File: config.mk
export PLATFORM = sky130hd
export DESIGN_NAME = cont_updown_mod_flat
export DESIGN_NICKNAME = d
export VERILOG_FILES = /design/src/rtl/cont_pkg.sv /design/src/rtl/cont_updown_mod_if.sv /design/src/rtl/cont_updown_mod_prescaler.sv /design/src/rtl/cont_updown_mod.sv /design/src/flat_wrapper.sv
export SDC_FILE = /design/constraint.sdc
export NUM_CORES = 1
export LEC_CHECK = 0
export ABC_CLOCK_PERIOD_IN_PS = 2100
export CAP_MARGIN = 15
export CORE_MARGIN = 8
export CORE_UTILIZATION = 46
export CTS_CLUSTER_SIZE = 14
export DETAILED_ROUTE_END_ITERATION = 8
export GPL_TIMING_DRIVEN = 0
export MAX_ROUTING_LAYER = met4
export PLACE_DENSITY = 0.76
export RECOVER_POWER = 50
export SETUP_SLACK_MARGIN = 0.1
export SYNTH_ARGS = -nofsm -noshare
export SYNTH_HDL_FRONTEND = slang
export SYNTH_HIERARCHICAL = 1
export SYNTH_SLANG_ARGS = --single-unit
export TNS_END_PERCENT = 20
File: constraint.sdc
create_clock -name clk -period 2.1 [get_ports clk]
set_input_delay 0.315 -clock clk [delete_from_list [all_inputs] [get_ports clk]]
set_output_delay 0.315 -clock clk [all_outputs]
set_load 0.02 [all_outputs]
File: src/rtl/cont_pkg.sv
// Shared encodings and helpers for the parametrised up/down counter.
package cont_pkg;

    localparam logic CNT_DIR_UP    = 1'b1;
    localparam logic CNT_DIR_DOWN  = 1'b0;
    localparam logic CNT_MODE_WRAP = 1'b0;
    localparam logic CNT_MODE_SAT  = 1'b1;

    // 32-bit so one definition serves every WIDTH; callers truncate the result back.
    function automatic logic [31:0] clamp_to_mod(input logic [31:0] v, input logic [31:0] m);
        return (v > m) ? m : v;
    endfunction

endpackage

File: src/rtl/cont_updown_mod_if.sv
// Control/status bundle of cont_updown_mod; the counter is the slave, its driver the master.
interface cont_updown_mod_if #(
    parameter int WIDTH   = 4,
    parameter int PRESC_W = 4
);
    logic               enable;
    logic               updown;
    logic               load;
    logic [WIDTH-1:0]   load_val;
    logic [WIDTH-1:0]   mod_val;
    logic               sat_mode;
    logic [PRESC_W-1:0] presc_div;
    logic [WIDTH-1:0]   Q;
    logic               TC;
    logic               wrap;

    modport master (
        output enable, updown, load, load_val, mod_val, sat_mode, presc_div,
        input  Q, TC, wrap
    );

    modport slave (
        input  enable, updown, load, load_val, mod_val, sat_mode, presc_div,
        output Q, TC, wrap
    );
endinterface

File: src/rtl/cont_updown_mod_prescaler.sv
// Enable-gated prescaler counting 0..presc_div; built only when CNT_PRESCALER_EN is defined.
`ifdef CNT_PRESCALER_EN
module cont_prescaler #(
    parameter int PRESC_W = 4
) (
    input  logic               clk,
    input  logic               reset,
    input  logic               load_i,
    input  logic               enable_i,
    input  logic [PRESC_W-1:0] presc_div_i,
    output logic               presc_tick_o
);
    logic [PRESC_W-1:0] presc_q, presc_d;

    assign presc_tick_o = enable_i & (presc_q == presc_div_i);

    always_comb begin
        presc_d = presc_q;
        if (load_i)
            presc_d = '0;
        else if (presc_tick_o)
            presc_d = '0;
        else if (enable_i)
            presc_d = presc_q + 1'b1;
    end

    always_ff @(posedge clk) begin
        if (reset) presc_q <= '0;
        else       presc_q <= presc_d;
    end
endmodule
`endif

File: src/rtl/cont_updown_mod.sv
// Parametrised up/down counter: programmable modulus, load, wrap/saturate, TC and wrap pulse.
// Optional prescaler on the count tick when CNT_PRESCALER_EN is defined.
module cont_updown_mod
    import cont_pkg::*;
#(
    parameter int WIDTH   = 4,
    parameter int RST_VAL = 0,
    parameter int PRESC_W = 4
) (
    input logic              clk,
    input logic              reset,
    cont_updown_mod_if.slave bus
);
    logic [WIDTH-1:0] q_q, q_d;
    logic             wrap_q, wrap_d;
    logic             ce;
    logic             at_end;
    logic             up;
    logic             sat;

`ifdef CNT_PRESCALER_EN
    logic presc_tick;

    cont_prescaler #(.PRESC_W(PRESC_W)) u_presc (
        .clk          (clk),
        .reset        (reset),
        .load_i       (bus.load),
        .enable_i     (bus.enable),
        .presc_div_i  (bus.presc_div),
        .presc_tick_o (presc_tick)
    );
    assign ce = bus.enable & presc_tick;
`else
    logic unused_presc;
    assign unused_presc = ^bus.presc_div;
    assign ce           = bus.enable;
`endif

    assign up     = (bus.updown == CNT_DIR_UP);
    assign sat    = (bus.sat_mode == CNT_MODE_SAT);
    assign at_end = up ? (q_q >= bus.mod_val) : (q_q == '0);

    // TC ignores the prescaler so cascaded stages behave like the original 4-bit block.
    assign bus.TC   = bus.enable & at_end;
    assign bus.Q    = q_q;
    assign bus.wrap = wrap_q;

    always_comb begin
        q_d    = q_q;
        wrap_d = 1'b0;
        if (bus.load) begin
            q_d = WIDTH'(clamp_to_mod(32'(bus.load_val), 32'(bus.mod_val)));
        end else if (ce) begin
            if (up) begin
                if (q_q < bus.mod_val) begin
                    q_d = q_q + 1'b1;
                end else if (sat) begin
                    q_d = bus.mod_val;
                end else begin
                    q_d    = '0;
                    wrap_d = 1'b1;
                end
            end else begin
                // Above a freshly lowered modulus: snap down without a wrap.
                if (q_q > bus.mod_val) begin
                    q_d = bus.mod_val;
                end else if (q_q != '0) begin
                    q_d = q_q - 1'b1;
                end else if (!sat) begin
                    q_d    = bus.mod_val;
                    wrap_d = 1'b1;
                end
            end
        end
    end

    always_ff @(posedge clk) begin
        if (reset) begin
            q_q    <= WIDTH'(RST_VAL);
            wrap_q <= 1'b0;
        end else begin
            q_q    <= q_d;
            wrap_q <= wrap_d;
        end
    end
endmodule

File: src/flat_wrapper.sv
// flat-port wrapper written by rule: the top's interface ports become plain ports
module cont_updown_mod_flat import cont_pkg::*;
#(
    parameter int WIDTH   = 4,
    parameter int RST_VAL = 0,
    parameter int PRESC_W = 4
)
  (clk, reset, bus_enable, bus_updown, bus_load, bus_load_val, bus_mod_val, bus_sat_mode, bus_presc_div, bus_Q, bus_TC, bus_wrap);
  cont_updown_mod_if #(.WIDTH(WIDTH), .PRESC_W(PRESC_W)) bus_i ();
  input logic clk;
  input logic reset;
  input wire logic [$bits(bus_i.enable)-1:0] bus_enable;
  input wire logic [$bits(bus_i.updown)-1:0] bus_updown;
  input wire logic [$bits(bus_i.load)-1:0] bus_load;
  input wire logic [$bits(bus_i.load_val)-1:0] bus_load_val;
  input wire logic [$bits(bus_i.mod_val)-1:0] bus_mod_val;
  input wire logic [$bits(bus_i.sat_mode)-1:0] bus_sat_mode;
  input wire logic [$bits(bus_i.presc_div)-1:0] bus_presc_div;
  output wire logic [$bits(bus_i.Q)-1:0] bus_Q;
  output wire logic [$bits(bus_i.TC)-1:0] bus_TC;
  output wire logic [$bits(bus_i.wrap)-1:0] bus_wrap;
  assign bus_i.enable = bus_enable;
  assign bus_i.updown = bus_updown;
  assign bus_i.load = bus_load;
  assign bus_i.load_val = bus_load_val;
  assign bus_i.mod_val = bus_mod_val;
  assign bus_i.sat_mode = bus_sat_mode;
  assign bus_i.presc_div = bus_presc_div;
  assign bus_Q = bus_i.Q;
  assign bus_TC = bus_i.TC;
  assign bus_wrap = bus_i.wrap;
  cont_updown_mod #(.WIDTH(WIDTH), .RST_VAL(RST_VAL), .PRESC_W(PRESC_W)) u_core (.clk(clk), .reset(reset), .bus(bus_i));
endmodule
# ---- Yosys cells after proc, flatten, opt, wreduce, memory -nomap -nowiden
# Cells that the tools add are included.
dict set report classes {
  bitwise_logic 2
  reduce_logical 5
  n_mux 15
  add_sub_neg 2
  n_eq_ne 1
  magnitude_cmp 4
}
# operator n
set ops {}
lappend ops {{2-to-1 mux 4 bit} 9}
lappend ops {{> comparator 4 bit} 2}
lappend ops {{2-to-1 mux 1 bit} 6}
lappend ops {{!= test 5 x 3 -> 1 bit, second input constant} 1}
lappend ops {{adder 4 x 1 -> 4 bit, second input constant} 1}
lappend ops {{>= comparator 4 bit} 1}
lappend ops {{logical NOT 4 bit} 1}
lappend ops {{< comparator 4 bit} 1}
lappend ops {{nonzero test 4 bit} 1}
lappend ops {{subtractor 4 x 1 -> 4 bit, second input constant} 1}
lappend ops {{OR reduction 3 bit} 1}
lappend ops {{AND reduction 2 bit} 1}
lappend ops {{nonzero test 2 bit} 1}
lappend ops {{AND 1 bit} 1}
lappend ops {{NOT 1 bit} 1}
dict set report word_totals {
  word_cells 31
  output_inout_bits 6
  regBits 5
}

# ---- Longest topological paths before layout
# Gate-level depths: netlist of run 1.
dict set report logic_depth {
  ltp_word 6
  ltp_mapped 8
  mapped_depth_nobuf 8
}

# ---- Worst setup path before layout of run 1
# OpenSTA, ideal clock, no wires.
dict set report synth_timing {
  kind {flip-flop to flip-flop}
  from {register u_core.q_q[3], in the netlist u_core/bus.Q[3]}
  to {register u_core.q_q[1], in the netlist u_core/bus.Q[1]}
  required_time_ns 1.966
  t_arrival_ns 1.924
  stages_incl_launch_ff 8
  n_path_buf 0
  path_slack_ns 0.042
  path_cell_list {dfxtp_1 > ha_1 > a21oi_1 > nand2b_2 > a31oi_1 > and2_1 > a2111oi_2 > a2111oi_2}
}
dict set report synth_between {
  elab_chain_len 6
  word_cells_on_any_way 11
}
# element line_no
set synth_rtl {}
lappend synth_rtl {{start, declared} cont_updown_mod.sv:14} ;# logic [WIDTH-1:0] q_q, q_d;
lappend synth_rtl {{start signal, assigned} cont_updown_mod.sv:79} ;# q_q <= WIDTH'(RST_VAL);
lappend synth_rtl {{start signal, assigned} cont_updown_mod.sv:82} ;# q_q <= q_d;
lappend synth_rtl {{parallel branches: the longest is 6 deep, another holds > comparator 4 bit} -}
# Several ways; the timed one is not identified. The select of a mux whose other input is x is not followed.
# A chain may end at the register's enable or synchronous reset.

# ---- Worst setup path after layout of run 1
dict set report layout_timing {
  from {register u_core.q_q[0], in the netlist u_core/bus.Q[0]}
  to {register u_core.q_q[3], in the netlist u_core/bus.Q[3]}
}
dict set report layout_between {
  elab_chain_len 6
  word_cells_on_any_way 13
}
# element line_no
set layout_rtl {}
lappend layout_rtl {{subtractor 4 x 1 -> 4 bit / nonzero test 4 bit (equally long branches)} {cont_updown_mod.sv:68, cont_updown_mod.sv:67}}
lappend layout_rtl {{2-to-1 mux 4 bit} cont_updown_mod.sv:67} ;# end else if (q_q != '0) begin
lappend layout_rtl {{2-to-1 mux 4 bit} cont_updown_mod.sv:65} ;# if (q_q > bus.mod_val) begin
lappend layout_rtl {{2-to-1 mux 4 bit} cont_updown_mod.sv:54} ;# if (up) begin
lappend layout_rtl {{2-to-1 mux 4 bit} cont_updown_mod.sv:53} ;# end else if (ce) begin
lappend layout_rtl {{2-to-1 mux 4 bit} cont_updown_mod.sv:51} ;# if (bus.load) begin
# Parallel ways exist; a longest one is shown, timed or not. The select of a mux whose other input is x is not followed.

==> summary.md, run 1 <==
| Metric | Value |
|---|---|
| Routed Wire Length | 2.696 mm |
| CTS sink cnt | 5 |
| I/O Pins | 24 |
| # rows | 15 |
| Global placer's final weighted congestion | 0.8218 |
| Post-CTS Hold Buffers | 0 |
| Maximum number of pins on one net before global-route repair | 11 |
| Share of layout cells above drive strength 1 | 42.52% |
| Setup CP Type | reg -> reg |
| Cell Pwr Density | 547.7 nW/µm² |
| Fin. Hold Viols | 0 |
| Req. time, crit path | 2.23 ns |
| Post-DP HPWL | 1.773 mm |
| Final instance area | 1265 µm² |
| Critical Path Start | u_core/bus.Q[0] |
| Worst slew margin | 74.53% |
| Drt pass-1 iters | 4 |
| Vias in the first global route | 872 |
| Reg area | 112.6 µm² |
| Dpl cell area | 993.5 µm² |
| Comb pwr share | 65.7% |
| CTS tree | yes |
| #FFs+latches synth | 5 |
| Cell Count, Final, Fillers Out | 144 |
| Grt ovf | 0 |
| Residual DRC count | 0 |
| Asr flop ratio synth | 0% |
| Min cycle time layout | 2.026 ns |
| Vias per cell | 6.153 |
| Seq pwr share | 18.8% |
| Detail Route Antenna Nets | 0 |
| Die X | 57.13 µm |
| Critical path arrival | 2.16 ns |
| Global-route wire length before repair | 3.822 mm |
| Clk buf depth | 2 |
| Post-layout net count | 156 |
| P_sw | 0.2913 mW |
| Area Overhead vs Synth | 62.54% |
| Final setup TNS | 0 ns |
| Root Buffer | clkbuf_4 |
| Part of the power in the clock network | 15.5% |
| Core Box Area | 1652 µm² |
| HP Class | in -> reg |
| DR iter-0 viols | 31 |
| Synth warnings | 6 |
| Critical Path Start Type | flip-flop |
| Synth Net Count | 122 |
| RR Startpoint | u_core/bus.Q[0] |
| Tcrit/Tclk final | 96.48% |
| Antenna diodes | 0 |
| Seq/Total Area, Yosys | 12.86% |
| Vias | 886 |
| Pins Over Slew Limit | 0 |
| Setup Skew | 0.0004274 ns |
| Status | complete, no violations |
| Initial antenna violation count | 0 |
| Worst slew pin tran | 0.3819 ns |
| Net Sw Frac | 42.04% |
| Post-Syn Instances | 94 |
| Worst VDD drop | 605.9 µV |
| Port Buffers | 19 |
| Starting Density | 47.12% |
| Die Area | 3264 µm² |
| Total GRT Usage | 14.36% |
| Top FF cell, synth | dfxtp_1 |
| Max frequency | 493.6 MHz |
| # Max-Cap Violations | 0 |
| Synth Area per Inst | 8.279 µm² |
| Die height | 57.13 µm |
| Area of the multi-input gates | 810.8 µm² |
| Crit Path Max Fanout | 6 |
| Final setup vio count | 0 |
| Clk_lat worst skew | 0.24 ns |
| Worst Setup End Kind | flip-flop |
| Distinct cells, synth | 39 |
| Min-delay src | bus_mod_val[1] |
| Clock Pin Slew Worst Setup and Hold Paths | 0.04 ns |
| RSZ-0062 raised after global routing | yes |
| Fillers | 117 |
| Post-synth EDFFs | 0 |
| Dpl cells | 130 |
| Final Power | 0.6928 mW |
| Routed WL per cell | 18.72 µm |
| Post-Syn Area | 778.2 µm² |
| Internal power | 0.4015 mW |
| Leakage power | 0.5244 nW |
| Num CTS Buffers | 3 |
| CTS HTree Levels | 1 |
## final timing paths
| check | endpoint | cells after the start | slack, ns |
|---|---|---|---|
| worst min register to register | u_core/bus.Q[1] | 2 | 0.60 |
| worst min-delay path | u_core/bus.Q[1] | 3 | 0.53 |
| worst max-delay path | u_core/bus.Q[3] | 8 | 0.07 |
| worst max register to register | u_core/bus.Q[3] | 8 | 0.07 |
## power groups by stage
stage | clock, mW | sequential [mW] | combinational, mW
detailed placement | 0 | 0.128 | 0.311
CTS | 0.113 | 0.130 | 0.375
finish | 0.108 | 0.130 | 0.455
global route | 0.116 | 0.132 | 0.483
global placement | 0 | 0.127 | 0.303
floorplan | 0 | 0.134 | 0.205
## sequential cells by signal, summed over array words and instances (netlist names)
signal / count
u_core/bus.Q: 4
u_core/bus.wrap: 1
## final cells by class
cell class	instances	area share, %
Multi-Input combinational cell	79	64.10
Tap cell	17	1.682
Inverter	9	2.868
Buffer	1	0.3956
Sequential cell	5	8.902
Timing Repair Buffer	29	19.98
Clock buffer	4	2.077
## stage by stage
stage | util (%) | hold slack (ns) | setup slack (ns)
3_5_place_dp | 60.15 | 0.5935 | -0.7457
5_1_grt | 76.59 | 0.5279 | 0.02476
6_report | 76.59 | 0.5304 | 0.07390
2_1_floorplan | - | 0.3764 | 0.1632
3_3_place_gp | 60.15 | 0.5542 | -0.7218
4_1_cts | 69.17 | 0.6002 | 0.09673
## cell usage in the layout, fill, tap and decap left out, drive strengths merged, types with 2 or more instances in the layout
master | netlist | routed
buf | 0 | 12
ha | 10 | 10
clkdlybuf4s50 | 0 | 9
inv | 8 | 9
nor2 | 7 | 7
nand2 | 7 | 7
mux2i | 7 | 7
clkbuf | 1 | 6
dlygate4sd3 | 0 | 5
a21oi | 5 | 5
dfxtp | 5 | 5
nand2b | 4 | 4
nand4 | 3 | 3
o21ai | 3 | 3
a2111oi | 3 | 3
clkdlybuf4s15 | 0 | 2
a21o | 2 | 2
nor3 | 2 | 2
xnor2 | 2 | 2
o21a | 2 | 2
a31oi | 2 | 2
nand3 | 2 | 2
o22ai | 2 | 2
## cell families (layout without fill, tap and decap cells)
logic type / count (synthesis) / in the layout / synth area share (%)
AO/OA/AOI/OAI: 27 / 27 / 29.90
XOR/XNOR: 3 / 3 / 3.377
adder cells (fa/ha/maj): 10 / 10 / 16.08
buffers and inverters: 10 / 43 / 4.822
flip-flops: 5 / 5 / 12.86
multiplexers: 8 / 8 / 10.45
AND/OR/NAND/NOR: 31 / 31 / 22.51
## critical path, stage by stage, from the launching register on
cell and delay, ns:
dfxtp_4 0.36, inv_4 0.08, ha_4 0.11, and2b_2 0.23
o2111ai_4 0.35, nand3_4 0.15, mux2i_1 0.24, a22oi_2 0.10
a311oi_2 0.30
## routing by layer
layer | track usage [%] | vias up | wire, µm
met5 | - | - | 0
met4 | 6.376 | 0 | 42
met3 | 0.8869 | 6 | 80
met2 | 25.58 | 28 | 1432
met1 | 15.90 | 429 | 1141
li1 | - | 423 | -
## synthesized netlist by cell type, types with 2 or more instances
| library cell | n | area, µm² |
|---|---|---|
| nor2_1 | 7 | 26.28 |
| mux2i_1 | 7 | 70.07 |
| inv_1 | 8 | 30.03 |
| a2111oi_2 | 3 | 45.04 |
| a21oi_1 | 5 | 25.02 |
| dfxtp_1 | 5 | 100.1 |
| nor3_1 | 2 | 10.01 |
| o21ai_1 | 3 | 15.01 |
| ha_1 | 10 | 125.1 |
| o22ai_1 | 2 | 12.51 |
| a31oi_1 | 2 | 12.51 |
| xnor2_1 | 2 | 17.52 |
| nand2b_1 | 3 | 18.77 |
| o21a_1 | 2 | 15.01 |
| nand4_1 | 2 | 12.51 |
| a21o_1 | 2 | 15.01 |
| nand2_1 | 7 | 26.28 |
## repair_timing
action	in CTS	in global routing
gates resized for setup	31	24
pin swaps	8	14
endpoints found under the setup margin	6	5
hold endpoints to repair	0	0
cloned	0	0
setup buffers	4	6
Note: power is estimated with default switching activity, not from simulation.
==> run 2: changes to the inputs <==
- ABC_CLOCK_PERIOD_IN_PS: 2100 -> 1800
- CORE_UTILIZATION: 46 -> 41
- PLACE_DENSITY: 0.76 -> 0.71
- SLEW_MARGIN: default -> 10
- clock period: 2.1 -> 1.8 ns (I/O delays scaled with it)
==> summary.md, run 2 (same netlist as run 1, synthesis figures left out) <==
| Metric | Value |
|---|---|
| Tcrit/Tclk final | 107.4% |
| Slowest stage cell, crit path | dfxtp_4 |
| Root Buffer | clkbuf_4 |
| Final Power | 0.7907 mW (+14%) |
| Antenna diodes | 0 (unchanged) |
| Critical path depth in cells | 6 (-2) |
| Routed WL per cell | 17.42 µm (-6.9%) |
| Die height | 59.57 µm (+4.3%) |
| Port Buffers | 19 (unchanged) |
| Global-route wire length before repair | 4.388 mm (+15%) |
| Num CTS Buffers | 3 (unchanged) |
| Final instance area | 1254 µm² (-0.89%) |
| Die X | 59.57 µm (+4.3%) |
| Crit Path Max Fanout | 3 (-3) |
| Worst Setup End Kind | output pin |
| Req. time, crit path | 1.53 ns (-0.70 ns) |
| Cell Pwr Density | 630.7 nW/µm² (+15%) |
| Reg2Reg Depth | 7 (-1) |
| Buffers & Inverters on Critical Path | 1 (unchanged) |
| RSZ-0062 raised after global routing | yes |
| Clk_lat worst skew | 0.25 ns (about the same) |
| Worst VDD drop | 478.8 µV (-21%) |
| # rows | 15 (unchanged) |
| Area Overhead vs Synth | 61.09% |
| Fin worst setup slack | -0.1328 ns (-0.2067 ns) |
| Vias | 902 (+1.8%) |
| Vias per cell | 6.054 (-1.6%) |
| Critical Path, Cell by Cell | ha_4, and2b_2, nor2_4, o21a_2, a31oi_2, buf_4 |
| Total GRT Usage | 16.40% (+2.0 points) |
| Worst slew margin | 77.40% (+2.9 points) |
| Detail Route Antenna Nets | 0 (unchanged) |
| Crit-path leading delay family | compound AO/OA/AOI/OAI gates |
| Dpl cells | 138 (+6.2%) |
| Critical Path Start | u_core/bus.Q[1] |
| Clock Pin Slew Worst Setup and Hold Paths | 0.04 ns (about the same) |
| Commonest non-fill, non-tap cell in the layout | clkdlybuf4s50_1 |
| Maximum number of pins on one net before global-route repair | 11 (unchanged) |
| Crit path to | bus_TC |
| Drt pass-1 iters | 4 (unchanged) |
| CTS HTree Levels | 1 (unchanged) |
| Setup CP Type | reg -> out |
| Setup Skew | 0.006146 ns (+0.005719 ns) |
| CTS tree | yes |
| Leakage power | 0.5109 nW (-2.6%) |
| Residual DRC count | 0 (unchanged) |
| HP Class | in -> reg |
| Fin. Hold Viols | 0 (unchanged) |
| Clk buf depth | 2 (unchanged) |
| Area of the multi-input gates | 805.8 µm² (-0.62%) |
| Vias in the first global route | 1,003 (+15%) |
| Critical path arrival | 1.66 ns (-0.50 ns) |
| DR iter-0 viols | 19 (-39%) |
| Number of flip-flops in the largest register | 4 (unchanged) |
| Die Area | 3548 µm² (+8.7%) |
| Share of layout cells above drive strength 1 | 43.55% (+1.0 points) |
| Reg area | 112.6 µm² (unchanged) |
| Worst slew pin tran | 0.3380 ns (-0.04390 ns) |
| # Max-Cap Violations | 0 (unchanged) |
| Max incr delay on CP | 0.35 ns (about the same) |
| Global placer's final weighted congestion | 0.8625 (+5.0%) |
| Final setup vio count | 5 (+5) |
| Post-layout net count | 153 (-1.9%) |
| Pins Over Slew Limit | 0 (unchanged) |
| Dpl cell area | 1065 µm² (+7.2%) |
| Fillers | 161 (+38%) |
| Most frequent cells in the layout | 11 x clkdlybuf4s50_1, 8 x buf_4 |
| Initial antenna violation count | 0 (unchanged) |
| Failing checks | negative setup slack |
| I/O Pins | 24 (unchanged) |
| Critical R2R Capture | u_core/bus.Q[3] |
| Critical Path Start Type | flip-flop |
| CTS sink cnt | 5 (unchanged) |
| Post-DP HPWL | 1.802 mm (+1.6%) |
| Grt ovf | 0 (unchanged) |
| Starting Density | 44.11% (-3.0 points) |
| Routed Wire Length | 2.596 mm (-3.7%) |
| Min cycle time layout | 1.933 ns |
| Max frequency | 517.4 MHz |
| Core Box Area | 1764 µm² (+6.8%) |
| R2R Setup Slk | -0.10 ns (-0.17 ns) |
| Status | finished, violations left |
| Cell Count, Final, Fillers Out | 149 (+3.5%) |
| RR Startpoint | u_core/bus.Q[1] |
[run 2: cell types whose count changed in the layout (fill, tap and decap cells not counted), sizes merged]
cell / delta
buf: -4
inv: -1
dlygate4sd3: -3
clkdlybuf4s50: +2
clkinv: +1
dlygate4sd2: +2
[run 2: worst min-delay path by stage]
stage                          startpoint         endpoint  slack, ns  cells past startpoint
final                      bus_mod_val[1]  u_core/bus.Q[1]       0.49                      3
after CTS                 u_core/bus.Q[3]  u_core/bus.Q[3]       0.58                      2
after global routing       bus_mod_val[1]  u_core/bus.Q[1]       0.50                      3
after floorplan                     reset  u_core/bus.Q[3]       0.33                      1
after detailed placement  u_core/bus.Q[3]  u_core/bus.Q[3]       0.58                      2
after global placement    u_core/bus.Q[3]  u_core/bus.Q[3]       0.57                      2
[run 2: worst reg2reg max path, cell delays in order, from the launching register on]
cell,delay [ns]
dfxtp_4,0.35
ha_4,0.21
and2b_2,0.23
o2111ai_4,0.29
nand3_2,0.18
mux2i_2,0.24
a22oi_2,0.08
a311oi_1,0.21
[run 2: layout make-up]
cell class / instances / area share [%]
buffer: 1 / 0.3992
inverter: 9 / 3.194
sequential: 5 / 8.982
clock buffer: 4 / 2.096
tap: 25 / 2.495
multi-input combinational: 79 / 64.27
timing repair buffer: 26 / 18.56
[run 2: per-layer routing]
metal  part of all wire [%]  wire length [µm]  vias to the layer above  GRT usage (%)
li1                       -                 -                      418              -
met1                     41              1076                      418          17.76
met2                     46              1186                       54          25.89
met3                    8.8               228                       12          5.640
met4                    4.0               105                        0          8.503
met5                      0                 0                        -              -
[run 2: per-stage QoR]
step                hold slack [ns]  TNS [ns]  setup slack [ns]  util, %
floorplan                    0.3347         0          0.004563        -
global placement             0.5709    -4.101           -0.9361    60.35
detailed placement           0.5771    -4.271           -0.9700    60.35
CTS                          0.5762   -0.3571           -0.1241    70.14
global route                 0.4969   -0.8999           -0.2026    71.06
finish                       0.4904   -0.5108           -0.1328    71.06
[run 2: power by group]
part           total [mW]  leakage [nW]  switching, mW  internal [mW]
Combinational       0.513         0.452          0.263          0.249
Sequential          0.148        0.0434         0.0231          0.125
Clock               0.130        0.0150         0.0464         0.0838
[run 2: repair_timing]
| item | 4_1_cts | 5_1_grt |
|---|---|---|
| hold buffers | 0 | 0 |
| endpoints found under the setup margin | 6 | 6 |
| pin swaps | 14 | 8 |
| gates resized for setup | 34 | 7 |
| gates cloned | 0 | 0 |
| setup buffers | 7 | 0 |
